File: src/rtl/regfile_pkg.sv
// Shared types and constants for the register-file dump reader.
package regfile_pkg;

    localparam int DATA_WIDTH = 64;
    localparam int NUM_REGS   = 32;
    localparam int ADDR_W     = 5;
    localparam int ZERO_REG   = 31;
    localparam int CNT_W      = ADDR_W + 1;

    typedef logic [ADDR_W-1:0]     reg_idx_t;
    typedef logic [DATA_WIDTH-1:0] reg_word_t;
    typedef logic [CNT_W-1:0]      reg_cnt_t;

    typedef enum logic [1:0] {
        IDLE,
        FETCH,
        DRAIN,
        FINISH
    } dump_state_t;

    // Requests longer than the file itself are trimmed to one full pass.
    function automatic reg_cnt_t clamp_count(input reg_cnt_t c);
        if (c > reg_cnt_t'(NUM_REGS))
            return reg_cnt_t'(NUM_REGS);
        else
            return c;
    endfunction

endpackage

File: src/rtl/dump_pair_buffer.sv
// Two-entry holding register for a fetched register pair; slot 0 is presented before slot 1.
module dump_pair_buffer
    import regfile_pkg::*;
(
    input  logic      clk,
    input  logic      reset,
    input  logic      load,
    input  logic      load_second,
    input  reg_word_t load_data0,
    input  reg_word_t load_data1,
    input  reg_idx_t  load_reg0,
    input  reg_idx_t  load_reg1,
    input  logic      pop,
    output logic      front_valid,
    output reg_word_t front_data,
    output reg_idx_t  front_reg,
    output logic      front_is_last
);

    reg_word_t  data_q [2];
    reg_idx_t   reg_q  [2];
    logic [1:0] valid_q;
    logic       sel;

    assign sel           = ~valid_q[0];
    assign front_valid   = |valid_q;
    assign front_data    = data_q[sel];
    assign front_reg     = reg_q[sel];
    assign front_is_last = ~(valid_q[0] & valid_q[1]);

    // A load always wins over a pop: the pop and refill of the last entry share one edge.
    always_ff @(posedge clk) begin
        if (reset) begin
            valid_q   <= 2'b00;
            data_q[0] <= '0;
            data_q[1] <= '0;
            reg_q[0]  <= '0;
            reg_q[1]  <= '0;
        end else if (load) begin
            valid_q   <= {load_second, 1'b1};
            data_q[0] <= load_data0;
            data_q[1] <= load_data1;
            reg_q[0]  <= load_reg0;
            reg_q[1]  <= load_reg1;
        end else if (pop) begin
            valid_q[sel] <= 1'b0;
        end
    end

endmodule

File: src/rtl/regfile_dump_reader.sv
// Walks a range of registers through the file's two read ports and streams them out.
// Optional build macro REGDUMP_CHECKSUM_EN adds an XOR checksum output of the streamed words.
module regfile_dump_reader
    import regfile_pkg::*;
(
    input  logic                  clk,
    input  logic                  reset,
    input  logic                  start,
    input  logic [ADDR_W-1:0]     start_reg,
    input  logic [ADDR_W:0]       count,
    output logic                  busy,
    output logic                  done,
    output logic [ADDR_W-1:0]     ReadRegister1,
    output logic [ADDR_W-1:0]     ReadRegister2,
    input  logic [DATA_WIDTH-1:0] ReadData1,
    input  logic [DATA_WIDTH-1:0] ReadData2,
    output logic                  out_valid,
    input  logic                  out_ready,
    output logic [DATA_WIDTH-1:0] out_data,
    output logic [ADDR_W-1:0]     out_reg,
    output logic                  out_last
`ifdef REGDUMP_CHECKSUM_EN
    ,
    output logic [DATA_WIDTH-1:0] checksum
`endif
);

    dump_state_t state_q, state_d;
    reg_idx_t    idx_q;
    reg_idx_t    idx_odd;
    reg_cnt_t    rem_q;
    logic        accept;
    logic        handshake;
    logic        fetch;
    logic        front_valid;
    logic        front_is_last;
    reg_word_t   front_data;
    reg_idx_t    front_reg;

    assign idx_odd   = idx_q + reg_idx_t'(1);
    assign accept    = (state_q == IDLE) && start;
    assign out_valid = (state_q == DRAIN) && front_valid;
    assign handshake = out_valid && out_ready;
    assign out_data  = out_valid ? front_data : '0;
    assign out_reg   = out_valid ? front_reg : '0;
    assign out_last  = out_valid && front_is_last && (rem_q == '0);

    // The next pair is read in the same cycle the last buffered word leaves, so the stream has no bubble.
    assign fetch = (state_q == FETCH) || (handshake && front_is_last && (rem_q != '0));

    always_ff @(posedge clk) begin
        if (reset)
            state_q <= IDLE;
        else
            state_q <= state_d;
    end

    always_comb begin
        state_d       = state_q;
        busy          = 1'b0;
        done          = 1'b0;
        ReadRegister1 = '0;
        ReadRegister2 = '0;
        case (state_q)
            IDLE: begin
                if (start)
                    state_d = (count == '0) ? FINISH : FETCH;
            end
            FETCH: begin
                busy          = 1'b1;
                ReadRegister1 = idx_q;
                ReadRegister2 = idx_odd;
                state_d       = DRAIN;
            end
            DRAIN: begin
                busy          = 1'b1;
                ReadRegister1 = idx_q;
                ReadRegister2 = idx_odd;
                if (handshake && front_is_last && (rem_q == '0))
                    state_d = FINISH;
            end
            FINISH: begin
                done    = 1'b1;
                state_d = IDLE;
            end
            default: state_d = IDLE;
        endcase
    end

    // remaining counts registers not yet pulled into the buffer.
    always_ff @(posedge clk) begin
        if (reset) begin
            idx_q <= '0;
            rem_q <= '0;
        end else if (accept) begin
            idx_q <= start_reg;
            rem_q <= clamp_count(count);
        end else if (fetch) begin
            idx_q <= idx_q + reg_idx_t'(2);
            rem_q <= rem_q - ((rem_q == reg_cnt_t'(1)) ? reg_cnt_t'(1) : reg_cnt_t'(2));
        end
    end

    dump_pair_buffer u_pair_buffer (
        .clk           (clk),
        .reset         (reset),
        .load          (fetch),
        .load_second   (rem_q != reg_cnt_t'(1)),
        .load_data0    (ReadData1),
        .load_data1    (ReadData2),
        .load_reg0     (idx_q),
        .load_reg1     (idx_odd),
        .pop           (handshake),
        .front_valid   (front_valid),
        .front_data    (front_data),
        .front_reg     (front_reg),
        .front_is_last (front_is_last)
    );

`ifdef REGDUMP_CHECKSUM_EN
    always_ff @(posedge clk) begin
        if (reset)
            checksum <= '0;
        else if (accept)
            checksum <= '0;
        else if (handshake)
            checksum <= checksum ^ out_data;
    end
`endif

endmodule

File: config.mk
export PLATFORM = sky130hd
export DESIGN_NAME = regfile_dump_reader
export DESIGN_NICKNAME = d
export VERILOG_FILES = /design/src/rtl/regfile_pkg.sv /design/src/rtl/dump_pair_buffer.sv /design/src/rtl/regfile_dump_reader.sv
export SDC_FILE = /design/constraint.sdc
export NUM_CORES = 1
export LEC_CHECK = 0
export ABC_AREA = 1
export BUFFER_PORTS_ARGS = -buffer_cell sky130_fd_sc_hd__buf_2
export CORE_MARGIN = 4
export CORE_UTILIZATION = 40
export CTS_CLUSTER_SIZE = 25
export DETAILED_ROUTE_END_ITERATION = 10
export PLACE_DENSITY = 0.63
export SETUP_SLACK_MARGIN = 0.05
export SLEW_MARGIN = 10
export SYNTH_ARGS = -nofsm -noshare
export SYNTH_HDL_FRONTEND = slang
export SYNTH_SLANG_ARGS = --single-unit
File: constraint.sdc
create_clock -name clk -period 12 [get_ports clk]
set_input_delay 0.6 -clock clk [delete_from_list [all_inputs] [get_ports clk]]
set_output_delay 0.6 -clock clk [all_outputs]
set_load 0.02 [all_outputs]
======== Word level (Yosys, flattened, before mapping) ========
Memories as Yosys holds them, arrays and structs flattened.
Cells that the tools add are included.
word-level totals
  latch bits .............................. 0
  memory bits (writable) .................. 138
  memories kept ........................... 2
  output and inout port bits .............. 83
  logic and storage cells ................. 76
  register bits ........................... 15
  memory bits (read-only) ................. 0
  input bits .............................. 143
memories
  memory                words  bits a word  read ports  clocked after Yosys merged registers in  wr ports  RTL line                source
  u_pair_buffer.data_q  2      64           1           0                                        2         dump_pair_buffer.sv:20  reg_word_t data_q [2];
  u_pair_buffer.reg_q   2      5            1           0                                        2         dump_pair_buffer.sv:21  reg_idx_t reg_q [2];
cells by class
  equal/unequal tests ..................... 7
  magnitude comparators ................... 3
  add/sub/neg operators ................... 3
  bitwise logic cells ..................... 9
  multipliers ............................. 0
  multiplexer cells ....................... 29
  shift-type cells ........................ 0
  div/mod/pow operators ................... 0
  reduce and logical (&&, ||, !) cells .... 19
operator list
  operator             count
  $mux 64              3
  $mux 5               7
  $mux 6               3
  $logic_not 6->1      2
  $mux 2               6
  $logic_and 1x1->1    9
  $mux 1               8
  $pmux 2 s4           1
  $eq 6x1->1 const B   1
  $gt 6x6->1 const B   1
  $ne 6x1->1 const B   1
  $reduce_bool 6->1    1
  $sub 6x2->6          1
  $add 5x1->5 const B  1
  $add 5x2->5 const B  1
  $eq 2x2->1 const B   2
  $or 1x1->1           4
  $reduce_bool 2->1    2
  $reduce_or 2->1      2
  $and 2x2->2          1
  $eq 2x1->1 const B   1
  $logic_not 2->1      1
  $lt 1x2->1 const B   1
  $ne 2x1->1 const B   1
  8 further kinds      9

======== Logic depth before layout (Yosys ltp) ========
  depth in word-level cells ............... 10
  gate-level depth with buffers ........... 12
  depth with buffers taken out ............ 12

======== By module ========
A second synthesis with hierarchy kept.
second synthesis, totals
  cell total of the unflattened synthesis .. 1003
  area total of the unflattened synthesis .. 7970.1 µm²
by module, submodules not included
  module               instances  cells each  area each (µm²)  sequential area each (µm²)
  dump_pair_buffer     1          666         6282.3           4184.0
  regfile_dump_reader  1          337         1687.9           260.2

======== Worst setup path before layout ========
Ideal clock, no wire load.
  path kind ............................... register to register
  from .................................... reg state_q[0]
  to ...................................... mem u_pair_buffer.data_q[0][0] (netlist name) (enable)
  period minus slack after synthesis ...... 5.684 ns
  buffers on the path ..................... 1
  library setup time ...................... 1.526 ns
  required time ........................... 10.474 ns
  stages on the path, launching flop included .. 8
  slack ................................... 6.316 ns
  arrival ................................. 4.159 ns
  cells stage by stage .................... dfxtp_1 inv_1 ha_1 inv_1 nor3_2 nand3_2 buf_2 nand3_1
RTL lines
  element                 RTL line                   source
  start, declared         regfile_dump_reader.sv:28  dump_state_t state_q, state_d;
  start signal, assigned  regfile_dump_reader.sv:55  state_q <= state_d;
  end, declared           dump_pair_buffer.sv:20

======== Worst setup path in the final report ========
  from .................................... reg state_q[0]
  to ...................................... out out_data[31]
on the way
  longest elaborated chain between the ends .. 3
ends and longest elaborated chain
  element            RTL line                   source
  $eq 2x2->1         regfile_dump_reader.sv:42  assign out_valid = (state_q == DRAIN) && front_valid;
  $logic_and 1x1->1  regfile_dump_reader.sv:42
  $mux 64            regfile_dump_reader.sv:44  assign out_data = out_valid ? front_data : '0;
  end, declared      regfile_dump_reader.sv:19  output logic [DATA_WIDTH-1:0] out_data,
Every way passes these cells.

==> flow_summary_export.csv <==
group,metric,value,unit
outcome,status,"completed",
setup_path,required,11400,ps
setup_path,path_depth,8,
power,vdd_drop_max,0.163,mV
setup_path,slowest_delay,600,ps
routing,wl,18900,um
logic_synthesis,synth-async-reset-ratio,0,
setup_path,crit_top_cell,"inv_1",
final_layout,area_delta_synth_final,22.5,%
global_routing,use_met2,0.292,
power,internal_power,0.00134,W
power,p_leak,5.72,nW
setup_path,path_cells,"inv_1 > ha_1 > inv_1 > nor2_4 > buf_4 > nand2_1 > inv_1 > buf_2",
logic_synthesis,synth_top_cell_area_share,0.514,
global_routing,grt_pass1_wl,29700,um
setup_path,crit_path_start,"state_q[0]",
setup_path,critical_path_arrival,2740,ps
timing,fin_worst_skew,8.94,ps
setup_path,start_kind,"flop",
logic_synthesis,synth_cell_type_count,28,
logic_synthesis,yosysTopAreaCell,"edfxtp_1",
die,core-area,0.0197,sq mm
logic_synthesis,yosys_warnings,0,
die,core.rowCount,51,
logic_synthesis,ys_seq_area_frac,0.551,
setup_path,crit_type,"flop to output pin",
logic_synthesis,synthMostInstantiatedCell,"nand2_1",
power,switching_share,0.365,
power,powerDensity,213,mW/mm^2
routing,vias_per_cell,4.30,
die,die_w,150,um
timing,hold_viol_final,0,
global_routing,track_usage,0.167,
place,dp_hpwl,12800,um
global_routing,grt_max_degree,139,
final_layout,multi_input_area,0.00248,sq mm
logic_synthesis,syn_inst,992,
final_layout,diodes,0,
cts,clock_sinks,153,
logic_synthesis,synthSimpleGateAreaFrac,0.270,
cts,post_cts_buffers,0,
routing,drt_iter0_markers,292,
global_routing,use_met3,0.0391,
setup_path,reg2reg_slack,8690,ps
routing,antenna_left,0,
logic_synthesis,syn_avg_cell_area,8.13,sq um
power,switchingPower,0.000769,W
global_routing,grt_overflow,0,
logic_synthesis,synth_top_family_by_area,"simple AND/OR/NAND/NOR gates",
die,initial_core_util,0.410,
logic_synthesis,synth_fp_nets,1145,
timing,setup_ws,8660,ps
timing,slew_violations,0,
cts,clock_path_buffers,2,
logic_synthesis,syn_area,0.00806,sq mm
cts,post_cts_resized,0,
setup_path,endpoint_kind,"output pin",
power,p_seq_frac,0.414,
final_layout,seq_area,0.00445,sq mm
final_layout,nets,1350,
global_routing,met1_usage,0.208,
timing,finalCritPeriodShare,0.278,
logic_synthesis,ys_ff_latch,153,
place,place.gp.congestion,0.834,
logic_synthesis,yosys-mux-area-fraction,0,
timing,final.min_clock_period,3340,ps
timing,finalSetupViolCount,0,
logic_synthesis,synth_xor_area_frac,0.00326,
routing,vias,6344,
die,fp.dieArea,0.0225,sq mm
final_layout,fin_util,0.502,
logic_synthesis,ys_top_cells_by_area,"edfxtp_1 51%, nand2_1 15%, inv_1 11%, nor2_1 5.3%, nor2_2 4.1%",
die,die_h,150,um
cts,numCtsBuffers,17,
setup_path,worst-path-max-fanout,49,
logic_synthesis,synth_common_cells,"330 x nand2_1, 232 x inv_1, 138 x edfxtp_1, 114 x nor2_1, 53 x nor2_2",
global_routing,antenna_found_initial,0,
cts,cts_tree,"built",
setup_path,r2r_cells,5,
timing,worst_pin_slew,1080,ps
die,ios,226,
power,combPwrFrac,0.335,
timing,rsz0062_at_grt,"false",
logic_synthesis,synth_compound_area_frac,0.0140,
worst_hold_path,hp-start,"reset",
cts,path_clk_slew,60,ps
cts,postCtsHoldBufs,0,
cts,clock_latency,410,ps
setup_path,crit_slowest_cell,"buf_4",
routing,first_pass_iters,5,
worst_hold_path,hp-class,"primary input to flop",
timing,fin_hold_ws,478,ps
routing,drc,0,
cts,root_buffer,"clkbuf_16",
logic_synthesis,ys.flop_type,"edfxtp_1",
timing,finalSetupTns,0,ps
timing,fmax,0.300,GHz
cts,h-tree-depth,4,
place,post-place-ws,8580,ps
setup_path,r2r-start,"u_pair_buffer.valid_q[0]",
job,drv_cap,0,
setup_path,path_buf_inv,5,
final_layout,fillers,1962,
timing,slew_headroom,0.279,
power,clockPowerShare,0.251,
setup_path,cp_top_family,"buffers and inverters",
routing,post_drt_wl_per_cell,12.8,um
final_layout,layout-drive-gt1-share,0.263,
setup_path,reg2reg_to,"u_pair_buffer.data_q[1][24]",
global_routing,grt-busiest-layer,"met2",
logic_synthesis,synth-adder-area-share,0.0165,
setup_path,endpoint,"out_data[31]",
logic_synthesis,synth_edf_count,138,
power,p_total,0.00211,W
place,io_buffers,225,
global_routing,grt_pass1_vias,6238,
==> power groups by stage <==
stage / sequential, W / combinational, W / clock, W
2_1_floorplan: 0.000890 / 0.000556 / 0
3_3_place_gp: 0.000877 / 0.000705 / 0
3_5_place_dp: 0.000884 / 0.000717 / 0
4_1_cts: 0.000874 / 0.000720 / 0.000540
5_1_grt: 0.000892 / 0.000812 / 0.000563
6_report: 0.000873 / 0.000706 / 0.000528
==> worst min path at each step <==
stage / end / cells after the start / slack (ps)
floorplan: rem_q[5] / 2 / 490
global placement: rem_q[5] / 2 / 520
detailed placement: rem_q[5] / 2 / 520
CTS: rem_q[5] / 2 / 450
global route: idx_q[4] / 2 / 450
finish: idx_q[4] / 2 / 480
==> final cells by class <==
type | instances | area share
clock buffers | 19 | 0.0438
clock inverters | 13 | 0.0155
inverters | 234 | 0.0889
multi-input cells | 562 | 0.251
flip-flops and latches | 153 | 0.450
well taps | 265 | 0.0336
repair buffers | 229 | 0.117
==> per-layer routing <==
layer	part of all wire	vias to the layer above	routed length, um
li1	-	3342	-
met1	0.43	2834	8150
met2	0.51	156	9540
met3	0.050	12	945
met4	0.012	0	218
met5	0	-	0
==> cells in the final DEF (no fill, tap or decap), types with 9 or more instances in the layout <==
cell type,netlist,layout
nand2_1,330,330
inv_1,232,232
buf_2,4,225
edfxtp_1,138,138
nor2_1,114,114
nor2_2,53,52
clkbuf_16,0,17
dfxtp_1,15,14
nand3_1,14,13
a21oi_1,12,12
nand4_1,11,11
ha_1,9,9
==> state kept, by name, indices dropped and copies added (netlist names) <==
signal / count
u_pair_buffer.valid_q: 2
state_q: 2
u_pair_buffer.data_q: 128
u_pair_buffer.reg_q: 10
idx_q: 5
rem_q: 6
==> cells by family (layout without fill, tap and decap cells) <==
kind of cell | count (synthesis) | count (layout)
flip-flops | 153 | 153
AO/OA/AOI/OAI | 22 | 22
XOR/XNOR | 3 | 3
adder cells (fa/ha/maj) | 10 | 10
buffers and inverters | 277 | 495
AND/OR/NAND/NOR | 527 | 527
==> stage by stage <==
step / cell area [sq um] / cells
floorplan: 8060 / 992
global placement: 9290 / 1443
detailed placement: 9290 / 1443
CTS: 9880 / 1475
global route: 9880 / 1475
finish: 9880 / 1475
(Power assumes the default switching activity.)
